[config.mk]
export PLATFORM = sky130hd
export DESIGN_NAME = finish_detect
export DESIGN_NICKNAME = d
export VERILOG_FILES = /design/src/rtl/fd_pkg.sv /design/src/rtl/onehot_encode.sv /design/src/rtl/finish_detect.sv
export SDC_FILE = /design/constraint.sdc
export NUM_CORES = 1
export LEC_CHECK = 0
export CORE_MARGIN = 10
export CORE_UTILIZATION = 28
export CTS_BUF_LIST = sky130_fd_sc_hd__clkbuf_16
export CTS_CLUSTER_DIAMETER = 60
export DETAILED_ROUTE_END_ITERATION = 12
export HOLD_SLACK_MARGIN = 0.06
export PLACE_DENSITY_LB_ADDON = 0.12
export SYNTH_ARGS = -nofsm -noshare
export SYNTH_HDL_FRONTEND = slang
export SYNTH_SLANG_ARGS = --single-unit
[constraint.sdc]
create_clock -name clk -period 4.08 [get_ports clk]
set_input_delay 1.02 -clock clk [delete_from_list [all_inputs] [get_ports clk]]
set_output_delay 1.02 -clock clk [all_outputs]
set_load 0.1 [all_outputs]
[src/rtl/fd_pkg.sv]
// Shared types and helpers for the finish_detect termination detector.
package fd_pkg;

    typedef enum logic [1:0] {
        IDLE  = 2'd0,
        ARMED = 2'd1,
        DONE  = 2'd2
    } fd_state_e;

    // Streak counter must hold values 0..hold inclusive.
    function automatic int streak_width(input int hold);
        return $clog2(hold + 1);
    endfunction

endpackage

[src/rtl/onehot_encode.sv]
// Width-generic sample classifier: one-hot / zero flags and lowest set bit index.
module onehot_encode #(
    parameter int WIDTH = 4,
    parameter int IDXW  = $clog2(WIDTH)
) (
    input  logic [WIDTH-1:0] vec,
    output logic             is_onehot,
    output logic             is_zero,
    output logic [IDXW-1:0]  idx
);

    // first has only the lowest set bit of vec, so vec is one-hot exactly when it equals first.
    logic [WIDTH-1:0] first;

    generate
        for (genvar gi = 0; gi < WIDTH; gi++) begin : g_first
            localparam logic [WIDTH-1:0] LOW_MASK = (WIDTH'(1) << gi) - WIDTH'(1);
            assign first[gi] = vec[gi] & ~(|(vec & LOW_MASK));
        end
    endgenerate

    assign is_zero   = ~(|vec);
    assign is_onehot = (|vec) && (vec == first);

    always_comb begin
        idx = '0;
        for (int i = 0; i < WIDTH; i++) begin
            if (first[i]) begin
                idx = idx | IDXW'(i);
            end
        end
    end

endmodule

[src/rtl/finish_detect.sv]
// Debounced, handshaked one-hot termination detector for WIDTH-bit state vectors.
module finish_detect
    import fd_pkg::*;
#(
    parameter int WIDTH = 4,
    parameter int HOLD  = 2,
    parameter int IDXW  = $clog2(WIDTH)
) (
    input  logic             clk,
    input  logic             rst,
    input  logic             start,
    input  logic             in_valid,
    input  logic [WIDTH-1:0] in_data,
    input  logic             ack,
    output logic             busy,
    output logic             done,
    output logic [IDXW-1:0]  done_idx,
    output logic             multi_err
);

    localparam int SW = streak_width(HOLD);

    fd_state_e        state_q, state_d;
    logic [SW-1:0]    streak_q, streak_d, streak_upd;
    logic [IDXW-1:0]  last_idx_q, last_idx_d, idx_upd;
    logic [IDXW-1:0]  done_idx_q, done_idx_d;
    logic             done_q, done_d;
    logic             multi_err_q, multi_err_d;

    logic             s_onehot, s_zero;
    logic [IDXW-1:0]  s_idx;

    onehot_encode #(.WIDTH(WIDTH), .IDXW(IDXW)) u_enc (
        .vec       (in_data),
        .is_onehot (s_onehot),
        .is_zero   (s_zero),
        .idx       (s_idx)
    );

    always_comb begin
        state_d     = state_q;
        streak_d    = streak_q;
        last_idx_d  = last_idx_q;
        done_d      = done_q;
        done_idx_d  = done_idx_q;
        multi_err_d = multi_err_q;
        streak_upd  = '0;
        idx_upd     = last_idx_q;

        case (state_q)
            IDLE: begin
                if (start) begin
                    state_d     = ARMED;
                    streak_d    = '0;
                    multi_err_d = 1'b0;
                end
            end
            ARMED: begin
                if (start) begin
                    streak_d    = '0;
                    multi_err_d = 1'b0;
                end else if (in_valid) begin
                    if (s_onehot) begin
                        if (s_idx == last_idx_q && streak_q != '0) begin
                            streak_upd = streak_q + SW'(1);
                        end else begin
                            streak_upd = SW'(1);
                            idx_upd    = s_idx;
                        end
                    end else if (!s_zero) begin
                        multi_err_d = 1'b1;
                    end
                    streak_d   = streak_upd;
                    last_idx_d = idx_upd;
                    if (streak_upd == SW'(HOLD)) begin
                        state_d    = DONE;
                        done_d     = 1'b1;
                        done_idx_d = idx_upd;
                    end
                end
            end
            DONE: begin
                if (ack) begin
                    done_d     = 1'b0;
                    done_idx_d = '0;
                    if (start) begin
                        state_d     = ARMED;
                        streak_d    = '0;
                        multi_err_d = 1'b0;
                    end else begin
                        state_d = IDLE;
                    end
                end
            end
            default: state_d = IDLE;
        endcase
    end

    always_ff @(posedge clk or posedge rst) begin
        if (rst) begin
            state_q     <= IDLE;
            streak_q    <= '0;
            last_idx_q  <= '0;
            done_q      <= 1'b0;
            done_idx_q  <= '0;
            multi_err_q <= 1'b0;
        end else begin
            state_q     <= state_d;
            streak_q    <= streak_d;
            last_idx_q  <= last_idx_d;
            done_q      <= done_d;
            done_idx_q  <= done_idx_d;
            multi_err_q <= multi_err_d;
        end
    end

    assign busy      = (state_q == ARMED);
    assign done      = done_q;
    assign done_idx  = done_idx_q;
    assign multi_err = multi_err_q;

endmodule
Word level (Yosys, flattened, before mapping)

Index checks and enable logic that the tools add are counted.

Input port bits: 9
Output and inout port bits: 5
RAM bits: 0
Bits in read-only memories: 0
Logic and storage cells: 80
Bits in registers: 10
Memories: 0
Bits in latches: 0

Mux-type cells: 39
Magnitude comparators: 0
Add/sub/neg operators: 1
Reduce and logical (&&, ||, !) cells: 14
$mul: 0
Shift operators: 0
Equality and inequality tests: 13
Divide/modulo/power cells: 0
Bitwise gates (word level): 7

Operator list:

| kind                                                                   | count |
|---|---|
| 2-bit 2-to-1 mux                                                       | 22 |
| 5-bit AND reduction                                                    | 3 |
| 1-bit 2-to-1 mux                                                       | 12 |
| 2-bit case mux with 3 select lines                                     | 2 |
| 2-bit != test (second input constant)                                  | 4 |
| 3-bit != test (second input constant)                                  | 2 |
| 3-bit AND reduction                                                    | 2 |
| 2-bit equality test (second input constant)                            | 2 |
| 1-bit inverter                                                         | 4 |
| 2-bit case mux with 2 select lines                                     | 1 |
| 2-bit nonzero test                                                     | 2 |
| 4-bit OR reduction                                                     | 1 |
| 1-bit bitwise AND                                                      | 3 |
| 3-bit equality test                                                    | 1 |
| 3-bit by 2-bit != test with 1-bit output (second input constant)       | 1 |
| 1-bit case mux with 3 select lines                                     | 1 |
| 3-bit nonzero test                                                     | 1 |
| 3-bit OR reduction                                                     | 1 |
| 2-bit by 1-bit adder with 2-bit output (second input constant)         | 1 |
| 2-bit by 1-bit equality test with 1-bit output (second input constant) | 1 |
| 2-bit equality test                                                    | 1 |
| 1-bit logical AND                                                      | 2 |
| 2-bit zero test                                                        | 1 |
| 2-bit by 1-bit != test with 1-bit output (second input constant)       | 1 |
| 2 further kinds                                                        | 2 |

Depth between registers and ports, before layout

Gate-level depths: netlist of the first run.

Depth in word-level cells: 17
Gate-level depth with buffers: 6

Modules after synthesis

A second synthesis of the first run with hierarchy kept.

Cell total of the unflattened synthesis: 60
Area total of the unflattened synthesis: 621.8 um^2

By module, submodules not included:

| module        | cells each | instances | area an instance (um^2) |
|---|---|---|---|
| finish_detect | 50         | 1         | 556.8 |
| onehot_encode | 10         | 1         | 65.1 |

Worst setup path before layout of the first run

OpenSTA, ideal clock, no wires.

Path kind: reg2out
Start: reg state_q[1]
End: out busy
Path slack: 1,295 ps
Buffers on the path: 0
Stages on the path, launching flop included: 2
Data arrival time: 1,765 ps
Data required time: 3,060 ps
Cell sequence: dfrtp_1 -> nor2b_1

Cells in the longest elaborated chain, start to end: 1

Ends and longest elaborated chain:

| what                                           | line                 | RTL |
|---|---|---|
| start: declaration                             | finish_detect.sv:23  | `fd_state_e state_q, state_d;` |
| start signal: assignment                       | finish_detect.sv:108 | `state_q <= state_d;` |
| 2-bit by 1-bit equality test with 1-bit output | finish_detect.sv:117 | `assign busy = (state_q == ARMED);` |
| end: declaration                               | finish_detect.sv:15  | `output logic busy,` |

No other way between the ends.

Final worst setup path of the first run

Same ends and word-level chain as after synthesis.

==> impl_metrics.py, run 1 <==
metrics = {
    "synth": {
        "synth_common_cells": "10 x dfrtp_1, 8 x a21oi_1, 7 x nand2_1, 6 x nor2_1, 6 x o21ai_0",
        "synth.most_common_cell": "dfrtp_1",
        "synth_edf_count": 0,
        "synth.top_cell.area_share": 0.332,
        "synth_cell_types": 34,
        "synth_fp_nets": 92,
        "ys_seq_area_frac": 0.332,
        "synth.area.top_cells": "dfrtp_1 33%, a21oi_1 5.3%, buf_6 4.5%",
        "synth_area_sq_um": 753,
        "synthFlopType": "dfrtp_1",
        "async_flop_share": 1.00,
        "syn_avg_cell_area_sq_um": 9.19,
        "yosys_warnings": 0,
        "synth-seq-cells": 10,
        "yosysTopAreaCell": "dfrtp_1",
        "synthCells": 82,
    },
    "floorplanning": {
        "die_h_microns": 71.9,
        "start_util": 0.299,
        "die_area_sq_um": 5160,
        "die_x_microns": 71.9,
        "rows": 18,
        "boundaryPins": 14,
        "coreArea_sq_um": 2520,
    },
    "power": {
        "finalPower_mw": 0.355,
        "peakVddDrop_mv": 0.379,
        "leakage_nw": 0.390,
        "p_per_area_nw_per_um2": 371,
    },
    "finish": {
        "diodes": 0,
        "nNetsFinal": 106,
        "finalNonFillerCells": 125,
        "area_growth_pct": 27.2,
        "drive_gt1_frac": 0.179,
        "utilization": 0.380,
        "fin_area_sq_um": 958,
    },
    "clocking": {
        "ctsResizeCount": 0,
        "clk_pin_slew_worst_paths_ps": 40,
        "clock_path_buffers": 2,
        "cts_root_buf": "clkbuf_16",
        "cts_max_level": 1,
        "insertion_delay_ps": 240,
        "postCtsSetupBuffers": 0,
        "cts_tree": "yes",
        "hold_buffers": 0,
        "cts_buffers": 3,
        "clkSinkCount": 10,
    },
    "grt": {
        "grt_overflow": 0,
        "grt.total_usage": 0.0686,
        "grt_antenna_before_repair": 0,
        "grt_pass1_vias": 633,
        "grt_pass1_wl_mm": 2.95,
        "grt_max_degree": 12,
    },
    "timing": {
        "slew_headroom": 0.342,
        "rsz0062_at_grt": "no",
        "period_share": 0.727,
        "setup_ws_ps": 1120,
        "hold_violations": 0,
        "maxSlewViolCount": 0,
        "worst_pin_slew_ps": 984,
        "timing.fmax_ghz": 0.337,
        "skew_ps": 0.930,
        "setup_viol": 0,
        "whs_ps": 480,
        "period_minus_slack_ps": 2960,
        "fin_setup_tns_ps": 0,
    },
    "place": {
        "port_buffers": 13,
        "post-dp-hpwl_mm": 1.29,
        "dp.cells": 121,
        "detailedPlace.worstSlack_ps": 940,
        "placedInstanceArea_sq_um": 880,
        "routabilityCongestion": 0.762,
    },
    "worst_hold_path": {
        "hp-class": "reg -> reg",
        "whs_path_depth": 1,
    },
    "critical_path": {
        "endpoint": "busy",
        "r2r_cells": 6,
        "reg2reg_from": "streak_q[0]$_DFFE_PP0P_",
        "cp.arrival_ps": 1940,
        "reg2reg_slack_ps": 2280,
        "worstPathRequired_ps": 3060,
        "cp_max_fo": 6,
        "r2r-end": "done_idx[1]$_DFFE_PP0P_",
        "cp-end-kind": "output pin",
        "cp-startpoint": "state_q[1]$_DFFE_PP0P_",
        "cp-start-kind": "flip-flop",
        "critical_path_class": "reg -> out",
    },
    "drt": {
        "drt_iter0_markers": 35,
        "routed_wl_mm": 1.74,
        "drc_errors": 0,
        "drt_pass1_iterations": 4,
        "wl_per_cell_microns": 13.9,
        "antenna_left": 0,
        "vias": 626,
        "vias_per_cell": 5.01,
    },
    "status": {
        "status": "complete, no violations",
    },
    "flow_run": {
        "drv_cap": 0,
    },
}
-- flip-flops by register name (all words and copies together) (netlist names) --
register / flops
multi_err: 1
done: 1
last_idx_q: 2
state_q: 2
done_idx: 2
streak_q: 2
-- worst max-delay path: stages (launching register included) --
cell and delay (ps):
dfrtp_1 440, nor2b_1 130, clkdlybuf4s50_1 1140
-- worst min path at each step --
stage / endpoint / start / slack, ps
3_5_place_dp: streak_q[0]$_DFFE_PP0P_ / streak_q[0]$_DFFE_PP0P_ / 470
4_1_cts: done$_DFFE_PP0P_ / done$_DFFE_PP0P_ / 480
5_1_grt: done$_DFFE_PP0P_ / done$_DFFE_PP0P_ / 500
3_3_place_gp: streak_q[1]$_DFFE_PP0P_ / streak_q[1]$_DFFE_PP0P_ / 470
6_report: done$_DFFE_PP0P_ / done$_DFFE_PP0P_ / 480
2_1_floorplan: streak_q[0]$_DFFE_PP0P_ / streak_q[0]$_DFFE_PP0P_ / 450
-- power breakdown --
part           internal, mW  switching [mW]
Combinational        0.0266          0.0375
Sequential            0.106         0.00870
Clock                 0.129          0.0478
Total                 0.261          0.0939
-- routing by layer --
metal | part of all wire | routed length (microns) | vias to the layer above | track usage
met4 | 0.0035 | 6 | 0 | 0.00645
met5 | 0 | 0 | - | 0
li1 | - | - | 322 | -
met2 | 0.48 | 834 | 10 | 0.114
met3 | 0.047 | 81 | 2 | 0.0317
met1 | 0.47 | 816 | 292 | 0.0813
-- kinds of logic after synthesis --
family	count (synthesis)	synth area share
adders and majority gates	1	0.0166
muxes	3	0.0482
and+or+nand+nor	31	0.272
xor gates and xnor gates	1	0.0116
DFF	10	0.332
AOI/OAI and AO/OA	27	0.239
buffers and inverters	9	0.0797
-- cell usage in the layout, fill, tap and decap left out, drive strengths merged, types with 2 or more instances in the layout --
cell type and n:
nor2b 3, nor2 7, inv 5, dfrtp 10
a21o 3, o31ai 2, a211oi 3, clkbuf 3
nor4b 2, nor3b 2, mux2 2, a21oi 8
nand2 9, nand2b 2, o21ai 6, clkdlybuf4s50 13
-- cell type report --
cell class                      count  area, sq um
Multi-Input combinational cell     63          443
Fill cell                         272         1560
Clock inverter                      1         3.75
Tap cell                           30         37.5
Clock buffer                        3         75.1
Inverter                            5         18.8
Sequential cell                    10          250
Timing Repair Buffer               13          130
No activity file was read; power rests on OpenSTA's default activity.
==> run 2, diff against run 1 <==
Clock period 4.08 ns to 3.1 ns, I/O delays scaled along.
==> run 2 against run 1 <==
Net effect:
- flip-flop and latch count did not move
- combinational power grew 33%
- critical path depth grew 4
- design area down 0.52%
- worst hold slack improved by 3.3 ps
- final cell count is 0.80% higher
- clock power is 32% higher
- setup slack got worse by 690 ps
- non-clock buffer count up 1
- global-route usage grew 0.17 points
- register-to-register slack got worse by 990 ps
- highest routed layer unchanged
==> impl_metrics.py, run 2 (synthesized netlist as in run 1, its figures left out) <==
metrics = {
    "place": {
        "port_buffers": 13,
        "detailedPlace.worstSlack_ps": 181,
        "dp.cells": 122,
        "post-dp-hpwl_mm": 1.29,
        "placedInstanceArea_sq_um": 875,
        "routabilityCongestion": 0.725,
    },
    "critical_path": {
        "path_cells": "clkdlybuf4s50_1 > or2_1 > a211oi_1 > o211ai_2 > nor4_4 > mux2_4",
        "cp-start-kind": "input port",
        "cpMaxStageDelayCell": "clkdlybuf4s50_1",
        "critPathMaxStageDelay_ps": 610,
        "cp-end-kind": "flip-flop",
        "cp_max_fo": 11,
        "worstPathRequired_ps": 3220,
        "critical_path_class": "in -> reg",
        "cp.arrival_ps": 2790,
    },
    "timing": {
        "setup_viol": 0,
        "period_minus_slack_ps": 2670,
        "setup_ws_ps": 425,
        "whs_ps": 483,
        "timing.fmax_ghz": 0.374,
        "period_share": 0.863,
        "fin_setup_tns_ps": 0,
        "maxSlewViolCount": 0,
        "hold_violations": 0,
        "skew_ps": 2.96,
        "slew_headroom": 0.725,
        "rsz0062_at_grt": "no",
        "worst_pin_slew_ps": 412,
    },
    "flow_run": {
        "drv_cap": 0,
    },
    "clocking": {
        "insertion_delay_ps": 240,
        "clock_path_buffers": 2,
        "postCtsSetupBuffers": 0,
        "cts_root_buf": "clkbuf_16",
        "cts_max_level": 1,
        "clk_pin_slew_worst_paths_ps": 40,
        "ctsResizeCount": 0,
        "clkSinkCount": 10,
        "cts_buffers": 3,
        "cts_tree": "yes",
        "hold_buffers": 0,
    },
    "finish": {
        "final_cell_mix": "10 x dfrtp_1, 8 x a21oi_1, 8 x clkdlybuf4s50_1",
        "nNetsFinal": 107,
        "drive_gt1_frac": 0.240,
        "area_growth_pct": 26.6,
        "finalNonFillerCells": 126,
        "regArea_sq_um": 250,
        "diodes": 0,
        "multi_input_area_sq_um": 443,
        "final_common_cell": "dfrtp_1",
        "utilization": 0.378,
        "fin_area_sq_um": 953,
        "fillers": 277,
    },
    "power": {
        "leakage_nw": 0.402,
        "switching_share": 0.265,
        "p_int_mw": 0.344,
        "clkPwrFrac": 0.497,
        "p_seq_frac": 0.322,
        "p_comb_frac": 0.181,
        "power_switching_mw": 0.124,
        "p_per_area_nw_per_um2": 491,
        "finalPower_mw": 0.468,
        "peakVddDrop_mv": 0.357,
    },
    "drt": {
        "wl_per_cell_microns": 13.7,
        "drc_errors": 0,
        "wl_met2_microns": 787,
        "top_layer_used": "met4",
        "wl_met1_microns": 833,
        "drt_pass1_iterations": 4,
        "vias": 637,
        "wl_met3_microns": 97,
        "routed_wl_mm": 1.72,
        "antenna_left": 0,
        "drt_iter0_markers": 36,
        "vias_per_cell": 5.06,
    },
    "floorplanning": {
        "die_area_sq_um": 5160,
        "boundaryPins": 14,
        "die_h_microns": 71.9,
        "rows": 18,
        "die_x_microns": 71.9,
        "start_util": 0.299,
        "coreArea_sq_um": 2520,
    },
    "grt": {
        "grt_max_degree": 12,
        "grt_overflow": 0,
        "grt_pass1_wl_mm": 3.01,
        "grt_antenna_before_repair": 0,
        "grt_pass1_vias": 633,
        "grt.total_usage": 0.0703,
    },
    "worst_hold_path": {
        "hp-class": "reg -> reg",
    },
    "status": {
        "status": "complete, no violations",
    },
}
==> run 2: changes by cell type in the layout (fill, tap and decap cells not counted) <==
cell,previous run,this run
buf_4,0,6
clkdlybuf4s50_1,13,8
==> run 2: power by group through the flow <==
stage,Sequential [mW],Clock [mW],Combinational (mW)
after detailed placement,0.153,0,0.0853
after floorplan,0.160,0,0.0551
after global placement,0.153,0,0.0857
after CTS,0.151,0.238,0.0861
final,0.151,0.233,0.0850
after global routing,0.153,0.243,0.0948
==> run 2: path summary, 6_finish.rpt <==
path	start	end	slack (ps)	depth (start not counted)
hold reg to reg	streak_q[0]$_DFFE_PP0P_	streak_q[0]$_DFFE_PP0P_	480	2
max in group asynchronous	rst	state_q[0]$_DFFE_PP0P_	2000	2
hold / removal	streak_q[0]$_DFFE_PP0P_	streak_q[0]$_DFFE_PP0P_	480	2
min in group asynchronous	rst	done$_DFFE_PP0P_	820	2
setup reg to reg	streak_q[0]$_DFFE_PP0P_	done_idx[1]$_DFFE_PP0P_	1290	6
setup / recovery	in_data[2]	done_idx[1]$_DFFE_PP0P_	430	6
==> run 2: layout make-up <==
| cell class | instances | area share |
|---|---|---|
| timing repair buffer | 14 | 0.131 |
| clock buffer | 3 | 0.0787 |
| multi-input combinational | 63 | 0.465 |
| inverter | 5 | 0.0197 |
| clock inverter | 1 | 0.00394 |
| tap | 30 | 0.0394 |
| sequential | 10 | 0.262 |
==> run 2: worst max-delay path, delay by kind of cell <==
family / cells / cell delay, ps
compound gates: 2 / 450
buf+inv: 1 / 610
simple gates: 2 / 630
mux: 1 / 330
==> run 2: metal layers <==
metal	GRT usage	vias to the layer above
li1	-	323
met1	0.0861	300
met2	0.107	12
met3	0.0372	2
met4	0.0129	0
met5	0	-
